==> src/rtl/uart_rx_cfg.sv <==
// Oversampled UART receiver: majority-of-3 bit decisions, optional parity, 1-2 stop bits, break detect.
// Output word is loaded the cycle after the last stop decision; a full holding register drops new frames and flags overrun.
module uart_rx_cfg #(
  parameter int NB_DATA    = 8,
  parameter int OVERSAMPLE = 16,
  parameter int PARITY_EN  = 1,
  parameter int PARITY_ODD = 0,
  parameter int STOP_BITS  = 1
) (
  input  logic               i_clk,
  input  logic               i_reset,
  input  logic               i_s_tick,
  input  logic               i_rx,
  input  logic               i_ready,
  output logic [NB_DATA-1:0] o_data,
  output logic               o_valid,
  output logic               o_parity_err,
  output logic               o_frame_err,
  output logic               o_break,
  output logic               o_overrun
);

  localparam int CW = $clog2(OVERSAMPLE);
  localparam int BW = $clog2(NB_DATA);
  localparam logic [CW-1:0] HALF = CW'(OVERSAMPLE / 2);
  localparam logic [CW-1:0] LAST = CW'(OVERSAMPLE - 1);
  localparam logic ODD = (PARITY_ODD != 0);

  typedef enum logic [2:0] {IDLE, START, DATA, PARITY, STOP} state_t;

  state_t state, state_nxt;
  logic rx_meta, rx_s, rx_d;
  logic [CW-1:0] cnt, cnt_nxt;
  logic [1:0] smp, smp_nxt;
  logic [BW-1:0] bit_cnt, bit_cnt_nxt;
  logic stop_cnt, stop_cnt_nxt;
  logic [NB_DATA-1:0] shreg, shreg_nxt;
  logic par_acc, par_nxt, pbit, pbit_nxt;
  logic zero_acc, zero_nxt, ferr_acc, ferr_nxt, brk_acc, brk_nxt;
  logic done, done_nxt;
  logic sample_pt, decide, bit_val, perr_calc;

  function automatic logic maj3(input logic a, input logic b, input logic c);
    return (a & b) | (a & c) | (b & c);
  endfunction

  always_ff @(posedge i_clk or negedge i_reset) begin
    if (!i_reset) begin
      rx_meta <= 1'b1;
      rx_s    <= 1'b1;
      rx_d    <= 1'b1;
    end else begin
      rx_meta <= i_rx;
      rx_s    <= rx_meta;
      rx_d    <= rx_s;
    end
  end

  // START samples around the half-bit point; every later bit samples at the end of its window.
  assign sample_pt = i_s_tick && (state != IDLE) &&
                     ((state == START) ? (cnt >= HALF - CW'(2) && cnt <= HALF) : (cnt >= LAST - CW'(2)));
  assign decide    = i_s_tick && (cnt == ((state == START) ? HALF : LAST));
  assign bit_val   = maj3(smp[1], smp[0], rx_s);
  assign perr_calc = (PARITY_EN != 0) && ((par_acc ^ pbit) != ODD);

  always_ff @(posedge i_clk or negedge i_reset) begin
    if (!i_reset) begin
      state    <= IDLE;
      cnt      <= '0;
      smp      <= '0;
      bit_cnt  <= '0;
      stop_cnt <= 1'b0;
      shreg    <= '0;
      par_acc  <= 1'b0;
      pbit     <= 1'b0;
      zero_acc <= 1'b0;
      ferr_acc <= 1'b0;
      brk_acc  <= 1'b0;
      done     <= 1'b0;
    end else begin
      state    <= state_nxt;
      cnt      <= cnt_nxt;
      smp      <= smp_nxt;
      bit_cnt  <= bit_cnt_nxt;
      stop_cnt <= stop_cnt_nxt;
      shreg    <= shreg_nxt;
      par_acc  <= par_nxt;
      pbit     <= pbit_nxt;
      zero_acc <= zero_nxt;
      ferr_acc <= ferr_nxt;
      brk_acc  <= brk_nxt;
      done     <= done_nxt;
    end
  end

  always_comb begin
    state_nxt    = state;
    cnt_nxt      = cnt;
    smp_nxt      = smp;
    bit_cnt_nxt  = bit_cnt;
    stop_cnt_nxt = stop_cnt;
    shreg_nxt    = shreg;
    par_nxt      = par_acc;
    pbit_nxt     = pbit;
    zero_nxt     = zero_acc;
    ferr_nxt     = ferr_acc;
    brk_nxt      = brk_acc;
    done_nxt     = 1'b0;
    if (sample_pt) smp_nxt = {smp[0], rx_s};
    if (i_s_tick && state != IDLE) cnt_nxt = cnt + 1'b1;
    case (state)
      IDLE: begin
        if (!rx_s && rx_d) begin
          state_nxt = START;
          cnt_nxt   = '0;
        end
      end
      START: begin
        if (decide) begin
          cnt_nxt = '0;
          if (!bit_val) begin
            state_nxt    = DATA;
            bit_cnt_nxt  = '0;
            stop_cnt_nxt = 1'b0;
            par_nxt      = 1'b0;
            pbit_nxt     = 1'b0;
            zero_nxt     = 1'b1;
            ferr_nxt     = 1'b0;
            brk_nxt      = 1'b0;
          end else begin
            state_nxt = IDLE;
          end
        end
      end
      DATA: begin
        if (decide) begin
          cnt_nxt   = '0;
          shreg_nxt = {bit_val, shreg[NB_DATA-1:1]};
          par_nxt   = par_acc ^ bit_val;
          zero_nxt  = zero_acc & ~bit_val;
          if (bit_cnt == BW'(NB_DATA - 1)) state_nxt = (PARITY_EN != 0) ? PARITY : STOP;
          else bit_cnt_nxt = bit_cnt + 1'b1;
        end
      end
      PARITY: begin
        if (decide) begin
          cnt_nxt   = '0;
          pbit_nxt  = bit_val;
          zero_nxt  = zero_acc & ~bit_val;
          state_nxt = STOP;
        end
      end
      STOP: begin
        if (decide) begin
          cnt_nxt = '0;
          if (!bit_val) ferr_nxt = 1'b1;
          if (!stop_cnt) brk_nxt = zero_acc & ~bit_val;
          if (stop_cnt == 1'(STOP_BITS - 1)) begin
            state_nxt = IDLE;
            done_nxt  = 1'b1;
          end else begin
            stop_cnt_nxt = 1'b1;
          end
        end
      end
      default: state_nxt = IDLE;
    endcase
  end

  always_ff @(posedge i_clk or negedge i_reset) begin
    if (!i_reset) begin
      o_data       <= '0;
      o_valid      <= 1'b0;
      o_parity_err <= 1'b0;
      o_frame_err  <= 1'b0;
      o_break      <= 1'b0;
      o_overrun    <= 1'b0;
    end else begin
      if (done && (!o_valid || i_ready)) begin
        o_data       <= shreg;
        o_parity_err <= perr_calc;
        o_frame_err  <= ferr_acc;
        o_break      <= brk_acc;
        o_valid      <= 1'b1;
      end else if (o_valid && i_ready) begin
        o_valid <= 1'b0;
      end
      if (o_valid && i_ready) o_overrun <= 1'b0;
      if (done && o_valid && !i_ready) o_overrun <= 1'b1;
    end
  end

endmodule
==> config.mk <==
export PLATFORM = sky130hd
export DESIGN_NAME = uart_rx_cfg
export DESIGN_NICKNAME = d
export VERILOG_FILES = /design/src/rtl/uart_rx_cfg.sv
export SDC_FILE = /design/constraint.sdc
export NUM_CORES = 1
export LEC_CHECK = 0
export ABC_CLOCK_PERIOD_IN_PS = 2300
export CORE_ASPECT_RATIO = 1.75
export CORE_MARGIN = 4
export CORE_UTILIZATION = 30
export CTS_BUF_LIST = sky130_fd_sc_hd__clkbuf_8
export DETAILED_ROUTE_END_ITERATION = 8
export PLACE_DENSITY = 0.47
export SLEW_MARGIN = 40
export SYNTH_ARGS = -nofsm -noshare
export SYNTH_HDL_FRONTEND = slang
export SYNTH_SLANG_ARGS = --single-unit
==> constraint.sdc <==
create_clock -name i_clk -period 2.3 [get_ports i_clk]
set_input_delay 0.46 -clock i_clk [delete_from_list [all_inputs] [get_ports i_clk]]
set_output_delay 0.46 -clock i_clk [all_outputs]
set_load 0.01 [all_outputs]
==> run metrics, run 1 <==
Core Region 6280 um2; normalized max-slew margin 61.9%; Cell Int Power 1.42 mW; first drt pass iteration count 4; EDFF count, synth 0; CP required 2530 ps; Die ar. 7930 um2; worst min path class input port to asynchronous set/reset pin; routed wire length 3750 um; layout cell share with drive strength beyond 1 25.0%; GRT Residual Overflow 0; Placer Congestion 0.824; register area share after synthesis 53.9%; clock network power share 28.0%; overall power 2.08 mW; vias in the first global route 1392; Design Area, Final 2370 um2; post-synthesis cell count 161; Crit path max-delay family simple AND/OR/NAND/NOR gates; yosys warns 0; number of buffers added on ports 17; worst r2r dst par_acc; Post-DP Area 2250 um2; delay of the slowest critical-path stage 520 ps; Stages on worst setup path 4; num rows 38; Clock Path Buffers 2; crit share post-route 84.6%; CP Capture Type register; LEAKAGE 1.07 nW; initial antenna violation count 0; worst-path cell chain or3b_1, mux2_4, or4_1, nand3_1; Starting DRT DRC Count 65; sequential fraction of design power 43.5%; TNS Setup 0 ps; reg2reg start state[0]; Main synth FF type dfrtp_1; Vias 1325; Die W 69.1 um; CP startpoint kind register; final hold vios 0; Final nets 199; post-synthesis cell type count 46; Ant. Diodes 0; CTS tree yes; RSZ-0062 raised after global routing false; # DRC 0; crit-path max FO 8; Post-CTS Setup Inserts 0; Net Sw Frac 31.5%; Final setup viols 0; fillers 627; synth-to-layout area growth 20.8%; max_cap viols 0; hold_buf cts 0; Clock transition at path regs 80 ps; Least-Margin Pin Slew 565 ps; CP max stage cell or3b_1; Reg2Reg Depth 4; Clock Tree Root clkbuf_8; Clock Skews 7.19 ps; Mapped Area 1960 um2; hpwl dp 2870 um; Chip Height 115 um; DR WL/cell 14.0 um; Critical Path Sink par_acc; largest net degree at the start of global routing 29; synthesis-stage register bit count 42; WS Path Type register to register; Syn Nets 172; CTS H-tree lvls 2; Tmin final 1950 ps; Max VDD drop 481 uV; Worst setup startpoint state[0]; cts bufs inserted 5; clock sinks 42; Vias/cell 4.94; synthesized area per cell 12.2 um2; All-Layer GR Usage 10.4%; Logic pwr share 28.4%; Post-synth ARST share 100%; status finished, final reports clean; CP Buf/Inv Count 0; starting density of the core 31.2%; clk_lat worst skew 290 ps; maximum clock rate 514 MHz; post-route insts no fill 268; worst endpoint data arrival time 2170 ps; reg2reg setup slack 350 ps; IO Pins 18; Post-CTS Resized 0; max-slew violation count 0; first-pass GRT wire length 6570 um; Net Sw Power 0.653 mW; dpl cells 261; antenna-violating nets left 0; P per Cell Area 878 nW/um2
==> sequential cells by signal, indices dropped and copies added, names as in the netlist, 2 cells and up <==
register,flops
o_data,8
shreg,8
cnt,4
bit_cnt,3
state,3
smp,2
==> cell type report <==
| class | instances | area (um2) | share of cell area [%] |
|---|---|---|---|
| clock buffer | 6 | 82.6 | 3.49 |
| clock inverter | 1 | 30.0 | 1.27 |
| inverter | 3 | 11.3 | 0.476 |
| multi-input combinational | 109 | 847 | 35.8 |
| sequential | 42 | 1050 | 44.6 |
| tap | 80 | 100 | 4.23 |
| timing repair buffer | 27 | 240 | 10.2 |
==> kinds of logic after synthesis <==
logic type               after synthesis  share of synthesized area (%)
multiplexers                          22                           13.4
XOR/XNOR                               3                           1.34
buffers and inverters                 10                           2.88
AO/OA/AOI/OAI                         30                           10.4
AND/OR/NAND/NOR                       47                           13.8
flip-flops                            42                           53.9
adder cells (fa/ha/maj)                7                           4.34
==> metrics by stage <==
step                hold slack, ps  setup slack [ps]  util, %
floorplan                      164               306        -
global route                  80.7               264     37.7
finish                        65.5               353     37.7
global placement               351               318     35.9
CTS                           72.7               361     37.7
detailed placement             348               308     35.9
==> power by group through the flow <==
| stage | logic, mW | registers, mW | clock network (mW) |
|---|---|---|---|
| final | 0.590 | 0.904 | 0.583 |
| after global routing | 0.670 | 0.919 | 0.642 |
| after CTS | 0.595 | 0.906 | 0.608 |
| after detailed placement | 0.594 | 0.920 | 0 |
| after global placement | 0.576 | 0.915 | 0 |
| after floorplan | 0.453 | 0.897 | 0 |
==> layout by cell type (no fill, tap or decap), types with 2 or more instances in the layout <==
cell type        count
nor3_1               2
nor2b_1              3
mux2_2              20
inv_1                3
or4_1                2
xnor2_1              2
o21ai_0              9
clkdlybuf4s50_1     16
or3_1                2
nor2_1               8
and3_1               2
a41oi_1              2
o31ai_1              2
nand2b_1             3
dfrtp_1             39
nand4_1              2
nand2_1              8
a21oi_1              5
a32o_1               3
dfstp_2              3
ha_1                 6
nand3_1              6
buf_4               10
clkbuf_8             6
==> metal layers <==
layer	share of wire, %	up-vias	GRT usage, %
li1	-	641	-
met2	55	21	20.2
met5	0	-	0
met1	39	655	10.2
met3	2.7	8	2.27
met4	2.5	0	5.08
==> cells in the mapped netlist (3+ instances only) <==
cell type / instances / area, um2
a21oi_1: 5 / 25.0
a32o_1: 3 / 30.0
clkbuf_1: 4 / 15.0
dfrtp_1: 39 / 976
dfstp_2: 3 / 78.8
ha_1: 6 / 75.1
inv_1: 3 / 11.3
mux2_2: 20 / 225
nand2_1: 8 / 30.0
nand2b_1: 3 / 18.8
nand3_1: 6 / 30.0
nor2_1: 8 / 30.0
nor2b_1: 3 / 18.8
o21ai_0: 9 / 45.0
==> worst min-delay path by stage <==
stage | start | endpoint | slack, ps
floorplan | i_reset | bit_cnt[0] | 160
global placement | rx_meta | rx_s | 350
detailed placement | rx_meta | rx_s | 350
CTS | i_reset | cnt[0] | 70
global route | i_reset | o_overrun | 80
finish | i_reset | cnt[3] | 70
(Power assumes the default switching activity.)
==> run 2: changes to the inputs <==
--- a/config.mk
+++ b/config.mk
@@ -5,7 +5,7 @@
 export SDC_FILE = /design/constraint.sdc
 export NUM_CORES = 1
 export LEC_CHECK = 0
-export ABC_CLOCK_PERIOD_IN_PS = 2300
+export ABC_CLOCK_PERIOD_IN_PS = 1800
 export CORE_ASPECT_RATIO = 1.75
 export CORE_MARGIN = 4
 export CORE_UTILIZATION = 30
==> constraint.sdc (replaced) <==
create_clock -name i_clk -period 1.8 [get_ports i_clk]
set_input_delay 0.36 -clock i_clk [delete_from_list [all_inputs] [get_ports i_clk]]
set_output_delay 0.36 -clock i_clk [all_outputs]
set_load 0.01 [all_outputs]
==> run 2 against run 1 <==
Against the previous run: the flow now finishes with violations (setup timing); combinational power rose by 64%; sequential share of layout area shrank 3.2 points; fmax rose by 7.5%; final area is 7.8% higher; largest power group unchanged; clock-buffer cell count stayed put; wire length rose by 17%; power increased by 30%; clock skew down 2.6 ps; sequential power up 25%; first-iteration DRC count grew 29%; highest routed layer unchanged; utilization is 3.0 points higher; final cell count is 4.9% higher.
==> run metrics, run 2 (same netlist as run 1, synthesis figures left out) <==
normalized max-slew margin 60.7%; max_cap viols 0; failing checks setup timing; WS Path Type register to register; Clock Path Buffers 2; RSZ-0062 raised after global routing true; Tmin final 1810 ps; clk_lat worst skew 290 ps; reg2reg start state[0]; Ant. Diodes 0; CTS H-tree lvls 2; Max VDD drop 667 uV; commonest cells after routing, fill and taps aside dfrtp_1 (39), buf_4 (18), clkdlybuf4s50_1 (16), mux2_2 (11), mux2_4 (10); clock sinks 42; Placer Congestion 0.919; Final nets 211; routed wire length 4380 um; Starting DRT DRC Count 84; Crit path max-delay family simple AND/OR/NAND/NOR gates; vias in the first global route 1587; CP startpoint kind register; Clock Skews 4.57 ps; worst min path class input port to asynchronous set/reset pin; worst endpoint data arrival time 1990 ps; num rows 38; Reg2Reg Depth 5; Chip Height 115 um; CP Buf/Inv Count 1; Vias 1415; CP max stage cell or3b_4; worst r2r dst shreg[6]; number of buffers added on ports 17; fillers 618; crit share post-route 101%; first drt pass iteration count 4; # DRC 0; cts bufs inserted 5; Top Registers o_data x8, shreg x8, cnt x4; GRT Residual Overflow 0; max-slew violation count 0; CP Capture Type register; final hold vios 0; post-route setup slack -11.1 ps; DR WL/cell 15.6 um; Design Area, Final 2550 um2; layout cell share with drive strength beyond 1 32.3%; CP required 1980 ps; status finished, violations left; hpwl dp 3330 um; Vias/cell 5.04; maximum clock rate 552 MHz; Die ar. 7930 um2; All-Layer GR Usage 11.8%; reg2reg setup slack -10 ps; Die W 69.1 um; initial antenna violation count 0; LEAKAGE 1.15 nW; first-pass GRT wire length 7440 um; IO Pins 18; hold_buf cts 0; synth-to-layout area growth 30.3%; worst-path cell chain or3b_4, mux2i_4, and3_4, clkbuf_16, mux2_4; starting density of the core 31.2%; commonest non-fill, non-tap cell in the layout dfrtp_1; CTS tree yes; P per Cell Area 1060 nW/um2; Clock transition at path regs 80 ps; delay of the slowest critical-path stage 460 ps; antenna-violating nets left 0; Clock Tree Root clkbuf_8; Core Region 6280 um2; largest net degree at the start of global routing 26; overall power 2.70 mW; Post-DP Area 2400 um2; Final setup viols 3; Least-Margin Pin Slew 583 ps; crit-path max FO 6
-- run 2: cell count changes in the layout (fill, tap and decap cells not counted), sizes merged --
| cell | before | now |
|---|---|---|
| clkbuf | 6 | 7 |
| inv | 3 | 4 |
| bufinv | 1 | 0 |
| clkinv | 0 | 1 |
| buf | 11 | 22 |
-- run 2: worst register-to-register path, stage by stage (launching register included) --
cell and delay [ps]:
dfrtp_1 380, or3b_4 460, mux2i_4 190, and3_4 240, clkbuf_16 150, mux2_4 290
-- run 2: worst max path at each step --
| stage | from | to | cells past startpoint |
|---|---|---|---|
| 2_1_floorplan | state[1] | shreg[0] | 7 |
| 3_3_place_gp | state[2] | shreg[7] | 5 |
| 3_5_place_dp | state[2] | shreg[5] | 5 |
| 4_1_cts | state[0] | shreg[5] | 5 |
| 5_1_grt | state[0] | brk_acc | 4 |
| 6_report | state[0] | shreg[6] | 5 |
-- run 2: stage by stage --
step                      hold slack, ps  utilization, %  std cells  worst slack (ps)  TNS, ps
after floorplan                     64.4               -        161              -158    -1400
after global placement               317            38.2        271             -93.1    -1020
after detailed placement             334            38.2        271              -123    -1520
after CTS                           16.0            40.0        279             0.850        0
after global routing                23.2            40.6        281             -71.5     -636
final                               9.00            40.6        281             -11.1    -29.7
-- run 2: area by class of cell --
type	instances	area [um2]	share of cell area (%)
Inverter	3	11.3	0.441
Tap cell	80	100	3.92
Clock inverter	2	8.76	0.343
Timing Repair Buffer	39	385	15.1
Clock buffer	6	82.6	3.24
Multi-Input combinational cell	109	908	35.6
Sequential cell	42	1050	41.3
-- run 2: layer usage --
layer | wire (um) | vias to the layer above | global-route usage, %
met5 | 0 | - | 0
met4 | 182 | 0 | 6.91
met3 | 120 | 12 | 2.36
met2 | 2500 | 23 | 23.0
met1 | 1580 | 715 | 11.0
li1 | - | 665 | -
-- run 2: repair_timing --
item | 4_1_cts | 5_1_grt
gates cloned | 0 | 1
pin swaps | 0 | 3
buffers inserted | 0 | 1
resized for setup | 5 | 2
endpoints found under the setup margin | 21 | 17
-- run 2: report_power, final --
group	leakage (nW)	switching (mW)	total, mW	internal (mW)
Sequential	0.550	0.0847	1.13	1.04
Combinational	0.552	0.516	0.966	0.450
Clock	0.0524	0.305	0.609	0.304
==> run 3: changes to the inputs <==
==> config.mk (replaced) <==
export PLATFORM = sky130hd
export DESIGN_NAME = uart_rx_cfg
export DESIGN_NICKNAME = d
export VERILOG_FILES = /design/src/rtl/uart_rx_cfg.sv
export SDC_FILE = /design/constraint.sdc
export NUM_CORES = 1
export LEC_CHECK = 0
export ABC_CLOCK_PERIOD_IN_PS = 1550
export CORE_ASPECT_RATIO = 1.75
export CORE_MARGIN = 4
export CORE_UTILIZATION = 30
export CTS_BUF_LIST = sky130_fd_sc_hd__clkbuf_8
export DETAILED_ROUTE_END_ITERATION = 8
export PLACE_DENSITY = 0.49
export SETUP_SLACK_MARGIN = 0.1
export SYNTH_ARGS = -nofsm -noshare
export SYNTH_HDL_FRONTEND = slang
export SYNTH_SLANG_ARGS = --single-unit
==> constraint.sdc (replaced) <==
create_clock -name i_clk -period 1.55 [get_ports i_clk]
set_input_delay 0.31 -clock i_clk [delete_from_list [all_inputs] [get_ports i_clk]]
set_output_delay 0.31 -clock i_clk [all_outputs]
set_load 0.01 [all_outputs]
==> run 3 against run 2 <==
Against the previous run: the flow still finishes with violations (setup timing); setup slack got worse by 210 ps; sequential power increased by 14%; register-to-register slack got worse by 210 ps; wire length decreased by 0.98%.
==> run metrics, run 3 (same netlist as run 1, synthesis figures left out) <==
Starting DRT DRC Count 31; CP required 1720 ps; fillers 601; # DRC 0; Die W 69.1 um; Ant. Diodes 0; Core Region 6280 um2; All-Layer GR Usage 11.5%; layout cell share with drive strength beyond 1 42.6%; vias in the first global route 1589; Die ar. 7930 um2; failing checks setup timing; crit share post-route 114%; GRT Residual Overflow 0; antenna-violating nets left 0; post-route insts no fill 296; Crit path max-delay family simple AND/OR/NAND/NOR gates; Max VDD drop 772 uV; num rows 38; Final nets 226; CP startpoint kind register; Final setup viols 26; worst min path class register to register; Vias 1437; routed wire length 4340 um; normalized max-slew margin 60.7%; Least-Margin Pin Slew 584 ps; P per Cell Area 1310 nW/um2; final hold vios 0; largest net degree at the start of global routing 43; clock sinks 42; number of buffers added on ports 17; DR WL/cell 14.7 um; dpl cells 284; status finished, violations left; maximum clock rate 564 MHz; WS Path Type register to register; first-pass GRT wire length 7310 um; post-route setup slack -222 ps; max-slew violation count 0; RSZ-0062 raised after global routing true; crit-path max FO 10; Chip Height 115 um; Clock transition at path regs 70 ps; clk_lat worst skew 290 ps; Placer Congestion 0.852; TNS Setup -4050 ps; Clock Tree Root clkbuf_8; CP Buf/Inv Count 1; Clock Skews 5.16 ps; Clock Path Buffers 2; CTS H-tree lvls 2; Vias/cell 4.85; first drt pass iteration count 3; starting density of the core 31.2%; Top Registers o_data x8, shreg x8, cnt x4; max_cap viols 0; CP Capture Type register; worst-path cell chain or3b_4, mux2i_4, and3_4, buf_12, mux2_4; worst endpoint data arrival time 1940 ps; cts bufs inserted 5; CTS tree yes; IO Pins 18; Tmin final 1770 ps; initial antenna violation count 0; synth-to-layout area growth 40.6%; hpwl dp 3140 um; CP max stage cell or3b_4; LEAKAGE 1.31 nW; commonest cells after routing, fill and taps aside dfrtp_1 (39), buf_4 (29), dlygate4sd2_1 (13), mux2_4 (11), mux2_2 (10); commonest non-fill, non-tap cell in the layout dfrtp_1; delay of the slowest critical-path stage 450 ps
[run 3: cell type report]
type / instances / area [um2] / share of cell area, %
Sequential cell: 42 / 1050 / 38.3
Multi-Input combinational cell: 109 / 987 / 35.8
Timing Repair Buffer: 54 / 490 / 17.8
Tap cell: 80 / 100 / 3.63
Clock buffer: 5 / 68.8 / 2.50
Clock inverter: 3 / 41.3 / 1.50
Inverter: 3 / 11.3 / 0.409
[run 3: final timing paths]
check,slack [ps],start,to,cells past startpoint
worst min register to register,360,rx_meta,rx_s,0
max in group asynchronous,750,i_reset,rx_d,3
worst min-delay path,360,rx_meta,rx_s,0
worst max-delay path,-220,state[1],shreg[1],5
min in group asynchronous,520,i_reset,o_overrun,3
worst max register to register,-220,state[1],shreg[1],5
[run 3: metrics by stage]
stage / util [%] / cell area (um2) / hold slack, ps / total power, mW / worst slack [ps]
2_1_floorplan: - / 2010 / 14.4 / 2.03 / -408
3_5_place_dp: 40.0 / 2510 / 301 / 2.53 / -358
5_1_grt: 43.9 / 2750 / 365 / 3.84 / -278
4_1_cts: 43.3 / 2720 / 364 / 3.62 / -227
6_report: 43.9 / 2750 / 363 / 3.62 / -222
3_3_place_gp: 40.0 / 2510 / 301 / 2.50 / -327
[run 3: power by group]
group | internal [mW] | switching, mW | leakage [nW]
logic | 0.768 | 0.729 | 0.702
registers | 1.21 | 0.0791 | 0.550
clock network | 0.474 | 0.359 | 0.0556
total | 2.45 | 1.17 | 1.31
[run 3: layer usage]
metal	wire length, um	vias to the layer above	GRT usage [%]
met4	96	0	5.08
met2	2490	19	22.8
met5	0	-	0
met1	1650	713	11.5
met3	104	8	2.01
li1	-	697	-
[run 3: timing repair]
action,CTS,global route
hold buffers,1,0
gates cloned,0,0
pin swaps,6,4
endpoints found under the setup margin,39,26
resized for setup,35,5
hold endpoints to repair,39,0
setup buffers,2,2
